File: src/rtl/udp_rx_chan_packer.sv
// UDP receive front end: per-channel header filter, byte-to-word payload
// packer with tkeep and per-beat metadata, length/error check and packet
// statistics. Single clock; one completed word may be held while the
// output register is stalled.
//
// state | meaning
// ------+-----------------------------------------------------------
// IDLE  | waiting for a header; held word (if any) drains first
// PASS  | datagram matched a channel; bytes are packed into words
// DROP  | datagram matched no channel; bytes are consumed and discarded
module udp_rx_chan_packer #(
    parameter int  DATA_W = 64,
    parameter int  NUM_CH = 4,
    parameter int  CNT_W  = 32,
    localparam int BYTES  = DATA_W / 8,
    localparam int CH_W   = (NUM_CH > 1) ? $clog2(NUM_CH) : 1
) (
    input  logic                 clk,
    input  logic                 rst_n,
    input  logic                 s_hdr_valid,
    output logic                 s_hdr_ready,
    input  logic [31:0]          s_hdr_src_ip,
    input  logic [15:0]          s_hdr_src_port,
    input  logic [15:0]          s_hdr_dest_port,
    input  logic [15:0]          s_hdr_udp_length,
    input  logic [7:0]           s_pl_tdata,
    input  logic                 s_pl_tvalid,
    output logic                 s_pl_tready,
    input  logic                 s_pl_tlast,
    input  logic                 s_pl_tuser,
    input  logic [NUM_CH-1:0]    cfg_ch_en,
    input  logic [16*NUM_CH-1:0] cfg_local_port,
    input  logic [32*NUM_CH-1:0] cfg_remote_ip,
    input  logic [16*NUM_CH-1:0] cfg_remote_port,
    output logic [DATA_W-1:0]    m_tdata,
    output logic [BYTES-1:0]     m_tkeep,
    output logic                 m_tvalid,
    input  logic                 m_tready,
    output logic                 m_tlast,
    output logic                 m_terr,
    output logic [CH_W-1:0]      m_tch,
    output logic [31:0]          m_src_ip,
    output logic [15:0]          m_src_port,
    input  logic                 stat_clr,
    output logic [CNT_W-1:0]     stat_rx_pkts,
    output logic [CNT_W-1:0]     stat_drop_pkts,
    output logic [CNT_W-1:0]     stat_err_pkts
);

    localparam int IDX_W = (BYTES > 1) ? $clog2(BYTES) : 1;

    localparam logic [1:0] ST_IDLE = 2'd0;
    localparam logic [1:0] ST_PASS = 2'd1;
    localparam logic [1:0] ST_DROP = 2'd2;

    logic [1:0]        state;
    logic              rdy_q;
    logic [IDX_W-1:0]  idx;
    logic [DATA_W-1:0] acc;
    logic              acc_full;
    logic [BYTES-1:0]  hold_keep;
    logic              hold_last;
    logic              hold_err;
    logic [15:0]       byte_cnt;
    logic [15:0]       expected;
    logic [CH_W-1:0]   ch_q;
    logic [31:0]       ip_q;
    logic [15:0]       port_q;

    logic              hdr_fire;
    logic              pl_fire;
    logic              pass_fire;
    logic              match_any;
    logic [CH_W-1:0]   match_idx;
    logic [DATA_W-1:0] merged;
    logic [BYTES-1:0]  cur_keep;
    logic              word_done;
    logic              out_free;
    logic              load_held;
    logic              load_new;
    logic [15:0]       cnt_next;
    logic              last_err;
    logic              err_inc;

    // Header ready is gated one cycle after reset release so it reads 0 in reset.
    assign s_hdr_ready = rdy_q && (state == ST_IDLE) && !acc_full;
    assign s_pl_tready = ((state == ST_PASS) && !acc_full) || (state == ST_DROP);

    assign hdr_fire  = s_hdr_valid && s_hdr_ready;
    assign pl_fire   = s_pl_tvalid && s_pl_tready;
    assign pass_fire = pl_fire && (state == ST_PASS);
    assign word_done = pass_fire && ((idx == IDX_W'(BYTES - 1)) || s_pl_tlast);
    assign out_free  = !m_tvalid || m_tready;
    assign load_held = acc_full && out_free;
    assign load_new  = word_done && out_free && !acc_full;
    assign cnt_next  = (byte_cnt == 16'hFFFF) ? byte_cnt : byte_cnt + 16'd1;
    assign last_err  = s_pl_tuser || (cnt_next != expected);
    assign err_inc   = (load_held && hold_last && hold_err) ||
                       (load_new && s_pl_tlast && last_err);

    // Parallel channel compare; scanning downwards lets the lowest index win.
    always_comb begin
        match_any = 1'b0;
        match_idx = '0;
        for (int i = NUM_CH - 1; i >= 0; i--) begin
            if (cfg_ch_en[i] &&
                (s_hdr_dest_port == cfg_local_port[16*i +: 16]) &&
                ((cfg_remote_ip[32*i +: 32] == 32'd0) ||
                 (cfg_remote_ip[32*i +: 32] == s_hdr_src_ip)) &&
                ((cfg_remote_port[16*i +: 16] == 16'd0) ||
                 (cfg_remote_port[16*i +: 16] == s_hdr_src_port))) begin
                match_any = 1'b1;
                match_idx = CH_W'(i);
            end
        end
    end

    // Accumulator with the incoming byte dropped into its lane, and lanes 0..idx.
    always_comb begin
        merged = acc;
        merged[8*int'(idx) +: 8] = s_pl_tdata;
        cur_keep = '0;
        for (int i = 0; i < BYTES; i++) begin
            cur_keep[i] = (i <= int'(idx));
        end
    end

    // Sequencer and per-datagram context (channel, source, expected length).
    always_ff @(posedge clk or negedge rst_n) begin
        if (!rst_n) begin
            state    <= ST_IDLE;
            rdy_q    <= 1'b0;
            ch_q     <= '0;
            ip_q     <= 32'd0;
            port_q   <= 16'd0;
            expected <= 16'd0;
            byte_cnt <= 16'd0;
        end else begin
            rdy_q <= 1'b1;
            case (state)
                ST_IDLE: begin
                    if (hdr_fire) begin
                        if (match_any) begin
                            state    <= ST_PASS;
                            ch_q     <= match_idx;
                            ip_q     <= s_hdr_src_ip;
                            port_q   <= s_hdr_src_port;
                            expected <= (s_hdr_udp_length < 16'd8) ? 16'd0
                                        : s_hdr_udp_length - 16'd8;
                            byte_cnt <= 16'd0;
                        end else begin
                            state <= ST_DROP;
                        end
                    end
                end
                ST_PASS: begin
                    if (pl_fire) begin
                        byte_cnt <= cnt_next;
                        if (s_pl_tlast) begin
                            state <= ST_IDLE;
                        end
                    end
                end
                ST_DROP: begin
                    if (pl_fire && s_pl_tlast) begin
                        state <= ST_IDLE;
                    end
                end
                default: state <= ST_IDLE;
            endcase
        end
    end

    // Packing, single-word hold buffer and the output register.
    always_ff @(posedge clk or negedge rst_n) begin
        if (!rst_n) begin
            idx        <= '0;
            acc        <= '0;
            acc_full   <= 1'b0;
            hold_keep  <= '0;
            hold_last  <= 1'b0;
            hold_err   <= 1'b0;
            m_tdata    <= '0;
            m_tkeep    <= '0;
            m_tvalid   <= 1'b0;
            m_tlast    <= 1'b0;
            m_terr     <= 1'b0;
            m_tch      <= '0;
            m_src_ip   <= 32'd0;
            m_src_port <= 16'd0;
        end else begin
            if (pass_fire) begin
                idx <= word_done ? '0 : idx + IDX_W'(1);
            end
            if (load_held) begin
                m_tvalid   <= 1'b1;
                m_tdata    <= acc;
                m_tkeep    <= hold_keep;
                m_tlast    <= hold_last;
                m_terr     <= hold_err;
                m_tch      <= ch_q;
                m_src_ip   <= ip_q;
                m_src_port <= port_q;
                acc        <= '0;
                acc_full   <= 1'b0;
            end else if (load_new) begin
                m_tvalid   <= 1'b1;
                m_tdata    <= merged;
                m_tkeep    <= cur_keep;
                m_tlast    <= s_pl_tlast;
                m_terr     <= s_pl_tlast && last_err;
                m_tch      <= ch_q;
                m_src_ip   <= ip_q;
                m_src_port <= port_q;
                acc        <= '0;
            end else if (word_done) begin
                acc       <= merged;
                hold_keep <= cur_keep;
                hold_last <= s_pl_tlast;
                hold_err  <= s_pl_tlast && last_err;
                acc_full  <= 1'b1;
            end else begin
                if (pass_fire) begin
                    acc <= merged;
                end
                if (m_tvalid && m_tready) begin
                    m_tvalid <= 1'b0;
                end
            end
        end
    end

    // Statistics; a clear wins over any increment in the same cycle.
    always_ff @(posedge clk or negedge rst_n) begin
        if (!rst_n) begin
            stat_rx_pkts   <= '0;
            stat_drop_pkts <= '0;
            stat_err_pkts  <= '0;
        end else if (stat_clr) begin
            stat_rx_pkts   <= '0;
            stat_drop_pkts <= '0;
            stat_err_pkts  <= '0;
        end else begin
            if (hdr_fire && match_any) begin
                stat_rx_pkts <= stat_rx_pkts + CNT_W'(1);
            end
            if (hdr_fire && !match_any) begin
                stat_drop_pkts <= stat_drop_pkts + CNT_W'(1);
            end
            if (err_inc) begin
                stat_err_pkts <= stat_err_pkts + CNT_W'(1);
            end
        end
    end

endmodule

File: config.mk
export PLATFORM = sky130hd
export DESIGN_NAME = udp_rx_chan_packer
export DESIGN_NICKNAME = d
export VERILOG_FILES = /design/src/rtl/udp_rx_chan_packer.sv
export SDC_FILE = /design/constraint.sdc
export NUM_CORES = 1
export LEC_CHECK = 0
export CORE_UTILIZATION = 30
export CTS_CLUSTER_SIZE = 25
export DETAILED_ROUTE_END_ITERATION = 16
export HOLD_SLACK_MARGIN = 0.03
export PLACE_DENSITY_LB_ADDON = 0.15
export SLEW_MARGIN = 10
export SYNTH_ARGS = -nofsm -noshare
export SYNTH_HDL_FRONTEND = slang
export SYNTH_SLANG_ARGS = --single-unit
File: constraint.sdc
create_clock -name clk -period 6.3 [get_ports clk]
set_input_delay 1.26 -clock clk [delete_from_list [all_inputs] [get_ports clk]]
set_output_delay 1.26 -clock clk [all_outputs]
set_load 0.005 [all_outputs]
== Yosys cells after proc, flatten, opt, wreduce, memory -nomap -nowiden ==
Cells that the tools add are included.
Word-level totals
  word-level logic and storage cells: 190
  input bits: 356
  output and inout port bits: 223
  memory bits (read-only): 0
  register bits after elaboration: 384
  bits in latches: 0
  memories: 0
  memory bits (writable): 0
Cells by class
  bitwise logic cells: 2
  multiply operators: 0
  magnitude comparators: 8
  divide/modulo/power cells: 0
  reductions and logical operators: 70
  multiplexer cells: 53
  equality and inequality tests: 24
  shift operators: 2
  add/subtract/negate cells: 7
Operator list (count)
  2-to-1 mux 64 bit: 6
  2-to-1 mux 32 bit: 8
  == test 16 bit: 8
  == test 32 bit: 4
  logical NOT 32 bit: 4
  2-to-1 mux 16 bit: 7
  adder 32 x 1 -> 32 bit, second input constant: 3
  bitwise mux 64 bit: 1
  logical NOT 16 bit: 4
  variable shift 8 x 33 -> 64 bit, first input constant: 1
  variable part select 8 x 33 -> 64 bit: 1
  negator 6 -> 33 bit: 1
  case mux 16 bit (2 select lines): 1
  logical AND 1 bit: 31
  2-to-1 mux 2 bit: 11
  adder 16 x 1 -> 16 bit, second input constant: 1
  == test 16 bit, second input constant: 1
  < comparator 16 x 4 -> 1 bit, second input constant: 1
  2-to-1 mux 8 bit: 2
  != test 16 bit: 1
  subtractor 16 x 4 -> 16 bit, second input constant: 1
  2-to-1 mux 1 bit: 15
  logical OR 1 bit: 13
  <= comparator 3 bit, first input constant: 4
  20 further kinds: 36

== Longest topological paths before layout ==
Gate-level depths: netlist (run 1).
  depth after elaboration: 13
  gate-level depth with buffers: 12
  mapped depth without buffers: 10

== Worst setup path before layout (run 1) ==
No wires, ideal clock.
  kind: input port to flip-flop
  start point: in cfg_local_port[49]
  end point: reg stat_drop_pkts[12]
  library setup time: 0.119 ns
  stages: 10
  setup slack: 2.545 ns
  data arrival time: 3.636 ns
  data required time: 6.181 ns
  path buffers: 2
  path through: xor2_1 or4_1 nor4_1 nand3_1 o32ai_1 or4_1 clkbuf_1 clkbuf_1 nor4_1 o21a_1
Between the ends
  longest elaborated chain between the ends: 11
RTL lines
  start, declared: RTL line 32  | input logic [16*NUM_CH-1:0] cfg_local_port,
  == test 16 bit: RTL line 107  | (s_hdr_dest_port == cfg_local_port[16*i +: 16]) &&
  logical AND 1 bit: RTL line 106  | if (cfg_ch_en[i] &&
  logical AND 1 bit: RTL line 107
  logical AND 1 bit: RTL line 109  | (cfg_remote_ip[32*i +: 32] == s_hdr_src_ip)) &&
  2-to-1 mux 1 bit (4 in a row): RTL line 106
  logical NOT 1 bit: RTL line 247  | if (hdr_fire && !match_any) begin
  logical AND 1 bit: RTL line 247
  nonzero test 2 bit (no line)
  end signal, assigned: RTL line 248  | stat_drop_pkts <= stat_drop_pkts + CNT_W'(1);
  end, declared: RTL line 46  | output logic [CNT_W-1:0] stat_drop_pkts,
No other way between the ends.
A chain may end at the register's enable or synchronous reset.

== Final worst setup path (run 1) ==
  start point: reg byte_cnt[0]
  end point: reg stat_err_pkts[7]
Between the ends
  longest elaborated chain between the ends: 7
  elaborated cells between the ends (all ways): 8
  classes of those cells: 1 x add/sub; 2 x eq/ne; 1 x mux; 4 x reduce/logical
RTL lines
  start, declared: RTL line 64  | logic [15:0] byte_cnt;
  start signal, assigned: RTL line 158  | byte_cnt <= cnt_next;
  adder 16 x 1 -> 16 bit or == test 16 bit (tied branches): RTL line 96  | assign cnt_next = (byte_cnt == 16'hFFFF) ? byte_cnt : byte_cnt + 16'd1;
  2-to-1 mux 16 bit (*): RTL line 96
  != test 16 bit (*): RTL line 97  | assign last_err = s_pl_tuser || (cnt_next != expected);
  logical OR 1 bit (*): RTL line 97
  logical AND 1 bit (*): RTL line 99  | (load_new && s_pl_tlast && last_err);
  logical OR 1 bit (*): RTL line 98  | assign err_inc = (load_held && hold_last && hold_err) ||
  nonzero test 2 bit (no line) (*)
  end signal, assigned: RTL line 251  | stat_err_pkts <= stat_err_pkts + CNT_W'(1);
  end, declared: RTL line 47  | output logic [CNT_W-1:0] stat_err_pkts
Mark *: on every way between the ends. The rest lies on a longest branch, timed or not.

==> results of run 1 <==
[registers in the layout, indices dropped and copies added (netlist names), 32 cells and up]
signal          count
ip_q               32
stat_rx_pkts       32
stat_err_pkts      32
acc                64
stat_drop_pkts     32
m_src_ip           32
m_tdata            64
[through the flow]
step | setup slack [ns] | std cells | total power [mW] | util | hold slack (ns)
2_1_floorplan | 2.55 | 2472 | 3.39 | - | 0.435
3_3_place_gp | 1.18 | 3867 | 4.21 | 0.393 | 0.450
3_5_place_dp | 1.09 | 3867 | 4.22 | 0.393 | 0.453
4_1_cts | 1.67 | 3951 | 7.07 | 0.415 | 0.467
5_1_grt | 1.40 | 3963 | 7.28 | 0.416 | 0.488
6_report | 1.64 | 3963 | 6.97 | 0.416 | 0.460
[cells in the mapped netlist, drive strengths merged, types with 38 or more instances]
cell type	instances
dfrtp	384
nand2	374
xnor2	232
o21ai	168
a21oi	156
clkbuf	134
nand4	99
nor2	95
nor4	94
nand3	65
nor3	61
mux2	58
or4	52
xor2	51
o31ai	46
inv	42
and3	38
[routing by layer]
layer	vias up	part of all wire	global-route usage
li1	9891	-	-
met1	10500	0.40	0.299
met2	694	0.52	0.450
met3	135	0.055	0.0461
met4	0	0.030	0.0856
met5	-	0	0
[cells by family (layout without fill, tap and decap cells)]
logic type	count (synthesis)	count (layout)	share of synthesized area
simple gates	1005	1005	0.232
compound gates	505	505	0.139
flops	384	384	0.434
xor+xnor	284	284	0.113
buf+inv	204	724	0.0367
mux	76	76	0.0378
fa+ha+maj	13	13	0.00734
other cells	1	13	0.000169
[critical path, stage by stage, from the launching register on]
cell and delay (ns):
dfrtp_1 0.51, ha_1 0.46, nand3_1 0.24, nor4_1 0.71
mux2_2 0.42, or4_1 0.46, or4_4 0.45, nor4b_4 0.28
buf_4 0.53, nor3_1 0.14, mux2_4 0.32
[final cells by class]
| type | instances | area [um^2] | share of cell area |
|---|---|---|---|
| diodes | 12 | 30.0 | 0.000990 |
| clock buffers | 64 | 1330 | 0.0439 |
| clock inverters | 20 | 270 | 0.00891 |
| inverters | 42 | 158 | 0.00520 |
| multi-input cells | 1884 | 11800 | 0.388 |
| flip-flops and latches | 384 | 9610 | 0.317 |
| well taps | 959 | 1200 | 0.0396 |
| repair buffers | 598 | 5960 | 0.197 |
[layout by cell type (no fill, tap or decap), types with 38 or more instances in the layout]
cell type,Yosys,layout
and3_1,38,38
nand4_1,97,97
or4_1,50,50
nor3_1,61,61
clkbuf_16,0,47
dfrtp_1,384,384
mux2_2,57,57
nor4_1,93,93
nor2_1,95,94
xor2_1,51,51
o21ai_0,153,153
a21oi_1,156,156
nand2_1,374,372
o31ai_1,46,46
xnor2_1,232,232
nand3_1,65,65
inv_1,42,42
clkdlybuf4s50_1,0,576
[where the power goes]
part | switching (mW) | total (mW) | internal (mW)
registers | 0.137 | 2.75 | 2.61
clock network | 1.15 | 2.81 | 1.65
logic | 0.726 | 1.42 | 0.692
total | 2.02 | 6.97 | 4.96
[final timing paths]
check	to	slack (ns)	cells past startpoint
hold / removal	m_src_port[0]	0.46	2
hold reg to reg	m_src_port[0]	0.46	2
min in group asynchronous	m_tdata[29]	0.66	1
setup reg to reg	stat_err_pkts[7]	1.64	10
max in group asynchronous	stat_err_pkts[3]	4.30	2
setup / recovery	stat_err_pkts[7]	1.64	10
==> results_dict.tcl, run 1 <==
set metrics [dict create \
    placement_rows 99 \
    netlist_top_cells_area "dfrtp_1 (43%), xnor2_1 (9.2%), nand2_1 (6.3%)" \
    via_total_after_detailed_routing 21300 \
    slew_of_the_pin_with_the_lowest_slew_margin_ns 1.13 \
    routed_via_density 5.36 \
    drt-total-wl_um 95700 \
    wl_per_cell_um 24.1 \
    cell_area_after_synthesis_um2 22200 \
    post-route-period-util 0.740 \
    hp-class "reg2reg" \
    routabilityCongestion 0.987 \
    cts.reportedPaths.clkPinSlew_ns 0.06 \
    run_status "finished, final reports clean" \
    top_level_ports 579 \
    floorplan.die.height_um 274 \
    cts_post_setup_buffers_inserted 0 \
    maxCapViolations 0 \
    yosysTopAreaCellShare 0.434 \
    half_perimeter_wire_length_after_detailed_placement_um 74700 \
    number_of_enable_flip_flop_cells_after_synthesis 0 \
    global_route.usage.total 0.251 \
    synth_nets 2841 \
    design.core.area_um2 73000 \
    hold_buffers 0 \
    initial_core_util 0.304 \
    die_w_um 274 \
    vias_in_the_first_global_route 21500 \
    rsz0062_at_grt "false" \
    clock_latency_ns 0.60 \
    grt_max_degree 150 \
    clock_tree.buffer_depth 3 \
    postSynth.topFlopCell "dfrtp_1" \
    ys.warnings.count 0 \
    final_design_area_no_fill_um2 30300 \
    synthesized_area_divided_by_synthesized_cell_count_um2 8.96 \
    fillerInstances 7147 \
    drc 0 \
    max_freq_ghz 0.214 \
    worstSetupEndpointType "flop" \
    syn_to_final_growth_pct 36.9 \
    die_area_um2 74900 \
    crit_path_max_fanout 63 \
    worst_setup_path_start_kind "flop" \
    timing.final.setup_violations 0 \
    tritoncts "done" \
    detail-route-antenna-nets 0 \
    p_per_area_nw_per_um2 230 \
    first_iter_violations 1403 \
    gate_count_post_synth 2472 \
    hold_start "m_src_port[0]" \
    post_route_cells_drive_above_1_share 0.0615 \
    slew_margin_rel 0.239 \
    htree_num_levels 2 \
    global_route_wire_length_before_repair_um 142000 \
    clk_root_buffer_cell "clkbuf_16" \
    post_cts.resized_instances 0 \
    synth_area_leader_cell "dfrtp_1" \
    grt_antenna_before_repair 17 \
    drt_pre_antenna_iters 5 \
    fin_nets 3326 \
    number_of_buffers_created_by_cts 47 \
    critical_path_startpoint "byte_cnt[0]" \
    critical_path_arrival_ns 5.14 \
    placement.io_buffers 578 \
    ys_async_sr_fraction 1.00 \
    worst_r2r_startpoint "byte_cnt[0]" \
    power.leakage_nw 11.9 \
    hold_violations 0 \
    ir_drop_mv 0.211 \
    period_needed_ns 4.66 \
    placed_cell_area_um2 28700 \
    clock_sink_count 384 \
    postSynthRegisterBits 384 \
    final.setup_skew_ns 0.0259 \
    grt.overflow.total 0 \
    setup.worst_path.class "reg2reg" \
    setup_total_negative_slack_ns 0 \
    cp.required_ns 6.78 \
    maxSlewViolCount 0 \
    yosysSeqAreaShare 0.434 \
    synth.lib_cells_used.distinct 70 \
]
Note: power is estimated with default switching activity, not from simulation.
==> inputs of run 2 (changes only) <==
==> constraint.sdc (replaced) <==
create_clock -name clk -period 4.8 [get_ports clk]
set_input_delay 0.96 -clock clk [delete_from_list [all_inputs] [get_ports clk]]
set_output_delay 0.96 -clock clk [all_outputs]
set_load 0.005 [all_outputs]
==> run 2 against run 1 <==
Net effect: flip-flop and latch count unchanged; non-clock buffer count up 41; routed wire length grew 4.2%; maximum frequency rose by 6.5%; global-route usage up 0.99 points; utilization rose by 0.44 points; sequential share of layout area fell by 0.34 points; sequential power grew 31%; critical path depth is 1 higher; power rose by 31%; combinational power is 35% higher; critical path type unchanged; critical endpoint unchanged; largest cell class unchanged; largest power group is now registers.
==> results_dict.tcl, run 2 (same netlist as run 1, synthesis figures left out) <==
set metrics [dict create \
    run_status "finished, final reports clean" \
    global_route.usage.total 0.261 \
    cts_post_setup_buffers_inserted 0 \
    die_w_um 274 \
    drt-total-wl_um 99700 \
    rsz0062_at_grt "false" \
    hp-class "in2async" \
    post_cts.resized_instances 0 \
    clock_sink_count 384 \
    syn_to_final_growth_pct 38.4 \
    routabilityCongestion 0.966 \
    hold_buffers 0 \
    critical_path_arrival_ns 4.85 \
    initial_core_util 0.304 \
    seqCellArea_um2 9610 \
    first_iter_violations 1589 \
    multi_input_comb_area_um2 11800 \
    global_route_wire_length_before_repair_um 146000 \
    crit_path_top_delay_cell "dfrtp_1" \
    tritoncts "done" \
    worst_setup_path_start_kind "flop" \
    placement_rows 99 \
    die_area_um2 74900 \
    period_needed_ns 4.38 \
    detail-route-antenna-nets 0 \
    top_level_ports 579 \
    crit_path_max_fanout 63 \
    timing.final.setup_violations 0 \
    max_freq_ghz 0.228 \
    grt_antenna_before_repair 20 \
    dp_cells 3908 \
    clock_latency_ns 0.60 \
    p_per_area_nw_per_um2 298 \
    half_perimeter_wire_length_after_detailed_placement_um 78800 \
    worstSetupEndpointType "flop" \
    clock_tree.buffer_depth 3 \
    routed_via_density 5.35 \
    final.setup_skew_ns 0.0232 \
    wl_per_cell_um 24.9 \
    cts.reportedPaths.clkPinSlew_ns 0.06 \
    critical-path-max-stage-delay_ns 0.56 \
    maxCapViolations 0 \
    grt_max_degree 104 \
    setup.worst_path.class "reg2reg" \
    cp_cell_sequence "ha_1, nand3_1, nor4_1, buf_4, mux2_2, or4_1, or4_4, nor4b_4, buf_12, nor3_1, mux2_4" \
    ir_drop_mv 0.214 \
    fin_nets 3367 \
    design.core.area_um2 73000 \
    cp.required_ns 5.27 \
    htree_num_levels 2 \
    fin_cells 4006 \
    layout.cells.most_common_list "clkdlybuf4s50_1 (576), dfrtp_1 (384), nand2_1 (372)" \
    post_route_cells_drive_above_1_share 0.0715 \
    fillerInstances 7172 \
    clk_root_buffer_cell "clkbuf_16" \
    hold_violations 0 \
    setup_total_negative_slack_ns 0 \
    post-route-period-util 0.913 \
    slew_margin_rel 0.253 \
    power.leakage_nw 12.1 \
    placement.io_buffers 578 \
    fin_total_pwr_mw 9.14 \
    slew_of_the_pin_with_the_lowest_slew_margin_ns 1.12 \
    maxSlewViolCount 0 \
    floorplan.die.height_um 274 \
    grt.overflow.total 0 \
    largestRegisters "acc (64), m_tdata (64)" \
    mostFrequentLayoutCell "clkdlybuf4s50_1" \
    number_of_buffers_created_by_cts 47 \
    vias_in_the_first_global_route 21800 \
    via_total_after_detailed_routing 21400 \
    drt_pre_antenna_iters 5 \
    drc 0 \
]
run 2: cell types whose count changed in the layout (fill, tap and decap cells not counted), sizes merged:
cell / previous run / this run
clkinv: 13 / 7
buf: 22 / 63
clkinvlp: 2 / 1
bufinv: 4 / 3
clkbuf: 64 / 73
diode: 12 / 13
run 2: per-stage QoR:
stage               hold slack (ns)  area, um^2  setup slack [ns]  utilization
floorplan                     0.435       22200              1.05            -
global placement              0.451       29100             0.137        0.399
detailed placement            0.451       29100             0.121        0.399
CTS                           0.441       30600             0.441        0.420
global route                  0.458       30600             0.224        0.420
finish                        0.378       30600             0.420        0.420
run 2: report_power, final:
| part | leakage (nW) | switching (mW) | total, mW | internal, mW |
|---|---|---|---|---|
| clock | 0.750 | 1.50 | 3.61 | 2.12 |
| sequential | 5.27 | 0.180 | 3.61 | 3.43 |
| combinational | 6.12 | 0.989 | 1.91 | 0.926 |
run 2: final timing paths:
check	startpoint	to	slack [ns]	cells after the start
worst max-delay path	byte_cnt[0]	stat_err_pkts[7]	0.42	11
worst min-delay path	rst_n	acc[29]	0.38	1
worst max register to register	byte_cnt[0]	stat_err_pkts[7]	0.42	11
worst min register to register	m_src_port[1]	m_src_port[1]	0.46	2
max in group asynchronous	rst_n	m_src_ip[6]	3.37	2
min in group clk	m_src_port[1]	m_src_port[1]	0.46	2
run 2: metal layers:
| layer | up-vias | track usage | wire [um] |
|---|---|---|---|
| met5 | - | 0 | 0 |
| met4 | 0 | 0.0860 | 2960 |
| met3 | 125 | 0.0494 | 5610 |
| met2 | 677 | 0.463 | 51100 |
| met1 | 10600 | 0.314 | 40100 |
| li1 | 9984 | - | - |
run 2: final cells by class:
| type | instances | share of cell area |
|---|---|---|
| antenna | 13 | 0.00106 |
| clock buffer | 73 | 0.0445 |
| clock inverter | 12 | 0.00572 |
| inverter | 42 | 0.00514 |
| multi-input combinational | 1884 | 0.384 |
| sequential | 384 | 0.314 |
| tap | 959 | 0.0391 |
| timing repair buffer | 639 | 0.207 |
run 2: critical path: cells and delay by family (launching register included):
family / cells / cell delay (ns)
DFF: 1 / 0.56
muxes: 2 / 0.65
buffers and inverters: 2 / 0.47
adders and majority gates: 1 / 0.51
and+or+nand+nor: 6 / 2.02
==> inputs of run 3 (changes only) <==
--- a/config.mk
+++ b/config.mk
@@ -8,6 +8,7 @@
 export CORE_UTILIZATION = 30
 export CTS_CLUSTER_SIZE = 25
 export DETAILED_ROUTE_END_ITERATION = 16
+export GPL_TIMING_DRIVEN = 0
 export HOLD_SLACK_MARGIN = 0.03
 export PLACE_DENSITY_LB_ADDON = 0.15
 export SLEW_MARGIN = 10
==> run 3 against run 2 <==
Net effect: final area fell by 0.97%; final cell count rose by 1.2%; clock skew rose by 0.010 ns; largest cell class unchanged.
==> results_dict.tcl, run 3 (same netlist as run 1, synthesis figures left out) <==
set metrics [dict create \
    run_status "finished, final reports clean" \
    routabilityCongestion 0.972 \
    power.leakage_nw 11.9 \
    die_w_um 274 \
    hp-class "in2async" \
    tritoncts "done" \
    slew_of_the_pin_with_the_lowest_slew_margin_ns 1.08 \
    clock_sink_count 384 \
    top_level_ports 579 \
    grt_max_degree 102 \
    via_total_after_detailed_routing 21800 \
    detail-route-antenna-nets 0 \
    fin_cells 4054 \
    setup.worst_path.class "in2reg" \
    timing.final.setup_violations 0 \
    final.setup_skew_ns 0.0332 \
    rsz0062_at_grt "false" \
    clk_root_buffer_cell "clkbuf_16" \
    critical_path_startpoint "s_hdr_dest_port[2]" \
    largestRegisters "acc (64), m_tdata (64)" \
    maxSlewViolCount 0 \
    grt_antenna_before_repair 15 \
    mostFrequentLayoutCell "clkdlybuf4s50_1" \
    post-route-period-util 0.959 \
    die_area_um2 74900 \
    worstSetupEndpointType "flop" \
    routed_via_density 5.38 \
    drc 0 \
    placement_rows 99 \
    drt-total-wl_um 96500 \
    grt.overflow.total 0 \
    post_route_cells_drive_above_1_share 0.0580 \
    cts_post_setup_buffers_inserted 0 \
    syn_to_final_growth_pct 37.0 \
    vias_in_the_first_global_route 22200 \
    cts.reportedPaths.clkPinSlew_ns 0.06 \
    period_needed_ns 4.60 \
    design.core.area_um2 73000 \
    hold_violations 0 \
    ir_drop_mv 0.299 \
    holdWs_ns 0.192 \
    critical_path_arrival_ns 5.06 \
    clock_tree.buffer_depth 3 \
    wl_per_cell_um 23.8 \
    floorplan.die.height_um 274 \
    max_freq_ghz 0.217 \
    worst-r2r-setup-slack_ns 0.43 \
    p_per_area_nw_per_um2 300 \
    number_of_buffers_created_by_cts 44 \
    slew_margin_rel 0.277 \
    htree_num_levels 2 \
    half_perimeter_wire_length_after_detailed_placement_um 76800 \
    global_route_wire_length_before_repair_um 143000 \
    dp_cells 3963 \
    first_iter_violations 1735 \
    layout.cells.most_common_list "clkdlybuf4s50_1 (527), dfrtp_1 (384), nand2_1 (374)" \
    worst_r2r_startpoint "byte_cnt[0]" \
    global_route.usage.total 0.252 \
    drt_pre_antenna_iters 5 \
    maxCapViolations 0 \
    initial_core_util 0.304 \
    final_util 0.416 \
    fillerInstances 7229 \
    worst_setup_path_start_kind "primary input" \
    fin_nets 3419 \
    placement.io_buffers 528 \
    cp.required_ns 5.26 \
    clock_latency_ns 0.59 \
    crit_path_max_fanout 10 \
]
==> run 3: cell type report <==
type,instances,area (um^2),area share
antenna,11,27.5,0.000907
buffer,162,656,0.0216
clock buffer,57,1220,0.0402
clock inverter,23,334,0.0110
inverter,42,158,0.00519
multi-input combinational,1884,11700,0.387
sequential,384,9610,0.317
tap,959,1200,0.0395
timing repair buffer,532,5400,0.178
==> run 3: critical path: stages <==
cell and delay [ns]:
clkdlybuf4s50_1 0.63, xor2_1 0.27, or4_1 0.57, nor4_1 0.25, nand3_1 0.14, o32ai_1 0.90
or4_1 0.22, clkbuf_1 0.39, clkbuf_1 0.44, nor4_1 0.10, o21a_1 0.19
==> run 3: through the flow <==
step	total power, mW	setup TNS [ns]	setup WS [ns]	instance area, um^2
after floorplan	4.45	0	1.05	22200
after global placement	5.49	-5580.31	-14.49	28600
after detailed placement	5.51	-49.35	-1.02	28800
after CTS	9.21	0	0.0197	30300
after global routing	9.51	0	0.0485	30300
final	9.11	0	0.198	30400
==> run 3: layer usage <==
layer,routed length [um],track usage,vias to the layer above
li1,-,-,10100
met1,39300,0.308,10800
met2,48700,0.447,756
met3,5760,0.0468,136
met4,2790,0.0754,2
met5,7,0,-
==> run 3: path summary, 6_finish.rpt <==
check                                     end  depth (start not counted)
setup / recovery           stat_drop_pkts[12]                         11
hold / removal                    m_tdata[28]                          1
setup reg to reg            stat_err_pkts[25]                         11
hold reg to reg                  m_src_ip[24]                          2
max in group asynchronous    stat_rx_pkts[29]                          3
min in group clk                 m_src_ip[24]                          2
==> run 3: timing repair <==
action,CTS,global route
setup endpoints to repair,19,10
gates resized for setup,3,3
cloned,0,0
hold buffers,0,0
==> run 3: power by group <==
part	switching (mW)	internal (mW)
Clock	1.47	2.18
Combinational	0.955	0.888
Sequential	0.192	3.43
